$ cat src/rtl/exec_controller.sv
// Run/step/stop sequencer: debounced buttons drive the pipeline clock-enable.
// Define BREAKPOINT_EN to add the bp_addr/bp_valid compare and bp_hit flag.
module exec_controller #(
  parameter int DEB_CYCLES = 500000,
  parameter int PC_W       = 16,
  parameter int CNT_W      = 32
) (
  input  logic             clk,
  input  logic             rst_n,
  input  logic             btn_run,
  input  logic             btn_step,
  input  logic             btn_stop,
  input  logic             halt_in,
  input  logic [PC_W-1:0]  pc,
`ifdef BREAKPOINT_EN
  input  logic [PC_W-1:0]  bp_addr,
  input  logic             bp_valid,
  output logic             bp_hit,
`endif
  output logic             cpu_en,
  output logic [1:0]       state_o,
  output logic             halted,
  output logic [CNT_W-1:0] cycle_cnt
);

  localparam int DW = (DEB_CYCLES < 2) ? 1 : $clog2(DEB_CYCLES + 1);

  typedef enum logic [1:0] {
    IDLE = 2'b00,
    RUN  = 2'b01,
    STEP = 2'b10,
    HALT = 2'b11
  } state_t;

  state_t state;

  logic [2:0]         btn_raw;
  logic [2:0]         s1;
  logic [2:0]         s2;
  logic [2:0]         lvl;
  logic [2:0]         press;
  logic [2:0][DW-1:0] cnt;

  logic run_p;
  logic step_p;
  logic stop_p;
  logic bp_stop;

  assign btn_raw = {btn_stop, btn_step, btn_run};
  assign {stop_p, step_p, run_p} = press;

  // Count samples that disagree with the accepted level; any agreeing
  // sample restarts the count, so only a stable new level is taken.
  always_ff @(posedge clk or negedge rst_n) begin
    if (!rst_n) begin
      s1    <= '0;
      s2    <= '0;
      lvl   <= '0;
      press <= '0;
      cnt   <= '0;
    end else begin
      s1 <= ~btn_raw;
      s2 <= s1;
      for (int i = 0; i < 3; i++) begin
        press[i] <= 1'b0;
        if (s2[i] == lvl[i]) begin
          cnt[i] <= '0;
        end else if (cnt[i] == DW'(DEB_CYCLES - 1)) begin
          cnt[i]   <= '0;
          lvl[i]   <= s2[i];
          press[i] <= s2[i];
        end else begin
          cnt[i] <= cnt[i] + 1'b1;
        end
      end
    end
  end

`ifdef BREAKPOINT_EN
  logic run_first;

  assign bp_stop = bp_valid && (pc == bp_addr) && !run_first;

  // The first RUN cycle is exempt so a run can resume from the breakpoint.
  always_ff @(posedge clk or negedge rst_n) begin
    if (!rst_n) begin
      run_first <= 1'b0;
      bp_hit    <= 1'b0;
    end else begin
      run_first <= (state == IDLE) && run_p;
      if ((state == IDLE) && (run_p || step_p))
        bp_hit <= 1'b0;
      else if ((state == RUN) && !halt_in && !stop_p && bp_stop)
        bp_hit <= 1'b1;
    end
  end
`else
  logic pc_unused;

  assign pc_unused = ^pc;
  assign bp_stop   = 1'b0;
`endif

  always_ff @(posedge clk or negedge rst_n) begin
    if (!rst_n) begin
      state <= IDLE;
    end else begin
      unique case (state)
        IDLE: begin
          if (run_p)
            state <= RUN;
          else if (step_p)
            state <= STEP;
        end
        RUN: begin
          if (halt_in)
            state <= HALT;
          else if (stop_p)
            state <= IDLE;
          else if (bp_stop)
            state <= IDLE;
        end
        STEP: begin
          state <= halt_in ? HALT : IDLE;
        end
        HALT: begin
          if (stop_p)
            state <= IDLE;
        end
      endcase
    end
  end

  always_ff @(posedge clk or negedge rst_n) begin
    if (!rst_n)
      cycle_cnt <= '0;
    else if (cpu_en)
      cycle_cnt <= cycle_cnt + 1'b1;
  end

  assign cpu_en  = (state == RUN) || (state == STEP);
  assign halted  = (state == HALT);
  assign state_o = state;

endmodule

$ cat config.mk
export PLATFORM = sky130hd
export DESIGN_NAME = exec_controller
export DESIGN_NICKNAME = d
export VERILOG_FILES = /design/src/rtl/exec_controller.sv
export SDC_FILE = /design/constraint.sdc
export NUM_CORES = 1
export LEC_CHECK = 0
export BUFFER_PORTS_ARGS = -buffer_cell sky130_fd_sc_hd__buf_4
export CORE_MARGIN = 10
export CORE_UTILIZATION = 42
export CTS_BUF_LIST = sky130_fd_sc_hd__clkbuf_8 sky130_fd_sc_hd__clkbuf_16
export DETAILED_ROUTE_END_ITERATION = 10
export GPL_TIMING_DRIVEN = 0
export PLACE_DENSITY = 0.66
export SLEW_MARGIN = 20
export SYNTH_ARGS = -nofsm -noshare
export SYNTH_HDL_FRONTEND = slang
export SYNTH_SLANG_ARGS = --single-unit
$ cat constraint.sdc
create_clock -name clk -period 3.1 [get_ports clk]
set_clock_uncertainty 0.1 [all_clocks]
set_input_delay 0.62 -clock clk [delete_from_list [all_inputs] [get_ports clk]]
set_output_delay 0.62 -clock clk [all_outputs]
set_load 0.03 [all_outputs]
==> results.tsv <==
stage	metric	value	unit
run_status	outcome	completed	
sta	Least-Margin Pin Slew	0.913	ns
setup_path	crit-path max FO	10	
setup_path	RR Endpoint	cnt[54]	
setup_path	worst reg2reg path depth	6	
layout	layout cells sized above 1	14.3	%
setup_path	Worst setup SP type	flop	
clock_tree	CTS tree	done	
detailed_routing	DRC Markers	0	
logic_synthesis	ys flop type	dfrtp_1	
sta	Setup TNS	0	ns
global_route	initial antenna violation count	0	
logic_synthesis	Post-synth ARST share	100	%
power	Worst VDD drop	365	uV
place	post-place setup slack	0.679	ns
power	Pleak	2.47	nW
detailed_routing	routed via count	3612	
setup_path	CP Class	reg -> reg	
layout	final net count	558	
logic_synthesis	leading area contributor after synthesis	dfrtp_1	
floorplanning	Core Region	0.0115	mm2
logic_synthesis	ranking of synthesized cells by area	dfrtp_1 52%, xnor2_1 8.2%, xor2_1 4.8%	
logic_synthesis	sequential-to-total area share from yosys stat	52.4	%
detailed_routing	1st-iter DRT viols	239	
layout	Final Util	49.7	%
hold_path	Hold EP	s2[0]	
clock_tree	Resized cells post-CTS	0	
setup_path	Worst Path Buf+Inv	2	
layout	Area growth, synth to finish	15.8	%
place	Port-buffer cells	41	
place	Final HPWL DP	6.84	mm
global_route	GRT Resource Usage Total	12.3	%
setup_path	critical path's most frequent cell	clkbuf_1	
logic_synthesis	YS warnings	0	
logic_synthesis	Avg Inst Size Synth	10.4	um2
hold_path	Worst Hold Launch	s1[0]	
logic_synthesis	Gate Count Post-Synth	475	
detailed_routing	DRT Pass-1 Iters	4	
clock_tree	number of CTS-inserted buffers	9	
sta	max-slew violation count	0	
clock_tree	worst skew pair latency	0.34	ns
sta	RSZ-0062 raised after global routing	no	
setup_path	Worst Setup End Kind	flop	
sta	final hold vios	0	
setup_path	Reg2Reg Setup Slack	0.67	ns
floorplanning	I/O Pins	58	
power	Pwr Density	439	mW/mm2
clock_tree	H-tree levels	3	
logic_synthesis	most frequent cell after synthesis	dfrtp_1	
sta	Tmin final	2.43	ns
layout	antenna cells	0	
setup_path	Cell Chain, Critical Path	clkbuf_1 -> nor4b_1 -> nand4_1 -> o21ai_1 -> clkbuf_1 -> nor2_1	
detailed_routing	drt wl/cell	14.5	um
logic_synthesis	Synth cell types	44	
global_route	GRT overflow	0	
clock_tree	CTS Buffer Depth	2	
logic_synthesis	Synth Register Bits	103	
setup_path	Critical Path RT	3.21	ns
logic_synthesis	Synth top area share	52.4	%
sta	endpoints failing setup	0	
clock_tree	CTS Hold Bufs	0	
layout	FILL cells	1045	
floorplanning	chip height	128	um
clock_tree	clock transition at the registers of the reported paths	0.07	ns
sta	Slew HR	39.1	%
detailed_routing	via/cell ratio	5.35	
global_route	largest net degree at the start of global routing	104	
floorplanning	Row Count	39	
logic_synthesis	synthesized net count	506	
setup_path	delay-heaviest family, CP	simple AND/OR/NAND/NOR gates	
place	placed insts	659	
place	final RePlAce weighted congestion	0.830	
floorplanning	die width	128	um
layout	Layout Cells excl Fill	675	
floorplanning	initial cell density of the core	42.9	%
logic_synthesis	Post-Syn Area	0.00492	mm2
sta	final worst slack	0.670	ns
clock_tree	Root Buffer	clkbuf_16	
setup_path	CP max stage cell	o21ai_1	
sta	fmax	412	MHz
setup_path	CP Data Arrival Time	2.54	ns
floorplanning	DIE AREA	0.0164	mm2
global_route	vias in the first global route	3714	
clock_tree	post-CTS setup buffer count	0	
sta	WHS	0.250	ns
hold_path	Hold Crit Class	reg -> reg	
flow_run	max cap viols	0	
setup_path	max incr delay on CP	0.57	ns
setup_path	reg-to-reg startpoint	cnt[43]	
logic_synthesis	Post-synth EDFFs	0	
global_route	global-route wire length before repair	17.1	mm
hold_path	hold depth	0	
clock_tree	CTS sink cnt	103	
detailed_routing	Final ANT Viol Nets	0	
detailed_routing	final wirelength	9.76	mm
sta	final worst path period share	78.4	%
logic_synthesis	Commonest cells post-synth	103 x dfrtp_1, 57 x nor2_1, 46 x xnor2_1	
[logic make-up after synthesis]
family | synth area share [%]
and+or+nand+nor | 24.4
adders and majority gates | 2.29
muxes | 0.890
AOI/OAI and AO/OA | 4.53
buffers and inverters | 2.54
xor gates and xnor gates | 13.0
DFF | 52.4
[layout make-up]
type	count	area (um2)	share of cell area, %
multi-input combinational	341	2220	38.9
clock inverter	5	32.5	0.571
sequential	103	2580	45.2
timing repair buffer	41	312	5.47
buffer	8	38.8	0.681
clock buffer	11	253	4.44
tap	143	179	3.14
inverter	23	86.3	1.52
[worst max-delay path by stage]
stage	from	endpoint	slack (ns)	depth (start not counted)
final	cnt[43]	cnt[54]	0.67	6
after detailed placement	cnt[43]	cnt[54]	0.68	6
after global routing	cnt[43]	cnt[51]	0.43	6
after CTS	cnt[43]	cnt[54]	0.65	6
after floorplan	state_o[0]	cycle_cnt[18]	0.67	8
after global placement	cnt[43]	cnt[50]	0.70	6
[power by group]
group | leakage (nW) | internal [mW] | switching (mW)
logic | 0.916 | 0.0182 | 0.0492
registers | 1.42 | 1.36 | 0.0128
clock network | 0.134 | 0.585 | 0.480
[flip-flops by register name, summed over array words and instances (netlist names)]
register / flops
press: 3
s2: 3
s1: 3
lvl: 3
state_o: 2
cnt: 57
cycle_cnt: 32
[metrics by stage]
stage / power [mW] / instance area, um2
3_5_place_dp: 1.47 / 5410
5_1_grt: 2.60 / 5700
3_3_place_gp: 1.46 / 5410
2_1_floorplan: 1.42 / 4920
4_1_cts: 2.54 / 5700
6_report: 2.50 / 5700
[layout by cell type, fill, tap and decap left out, drive strengths merged, types with 9 or more instances in the layout]
cell      n
dfrtp   103
a21oi    11
nor2     57
xnor2    46
or3       9
nor3     15
o21ai     9
clkbuf   17
nand2    29
buf      43
inv      23
ha        9
nand4    23
nor4     18
xor2     27
nand3    30
and4     10
[layer usage]
layer	part of all wire, %	track usage [%]	up-vias
li1	-	-	1778
met1	45	14.8	1762
met2	49	20.0	62
met3	5.2	3.85	10
met4	1.4	4.50	0
met5	0	0	-
No activity file was read; power rests on OpenSTA's default activity.
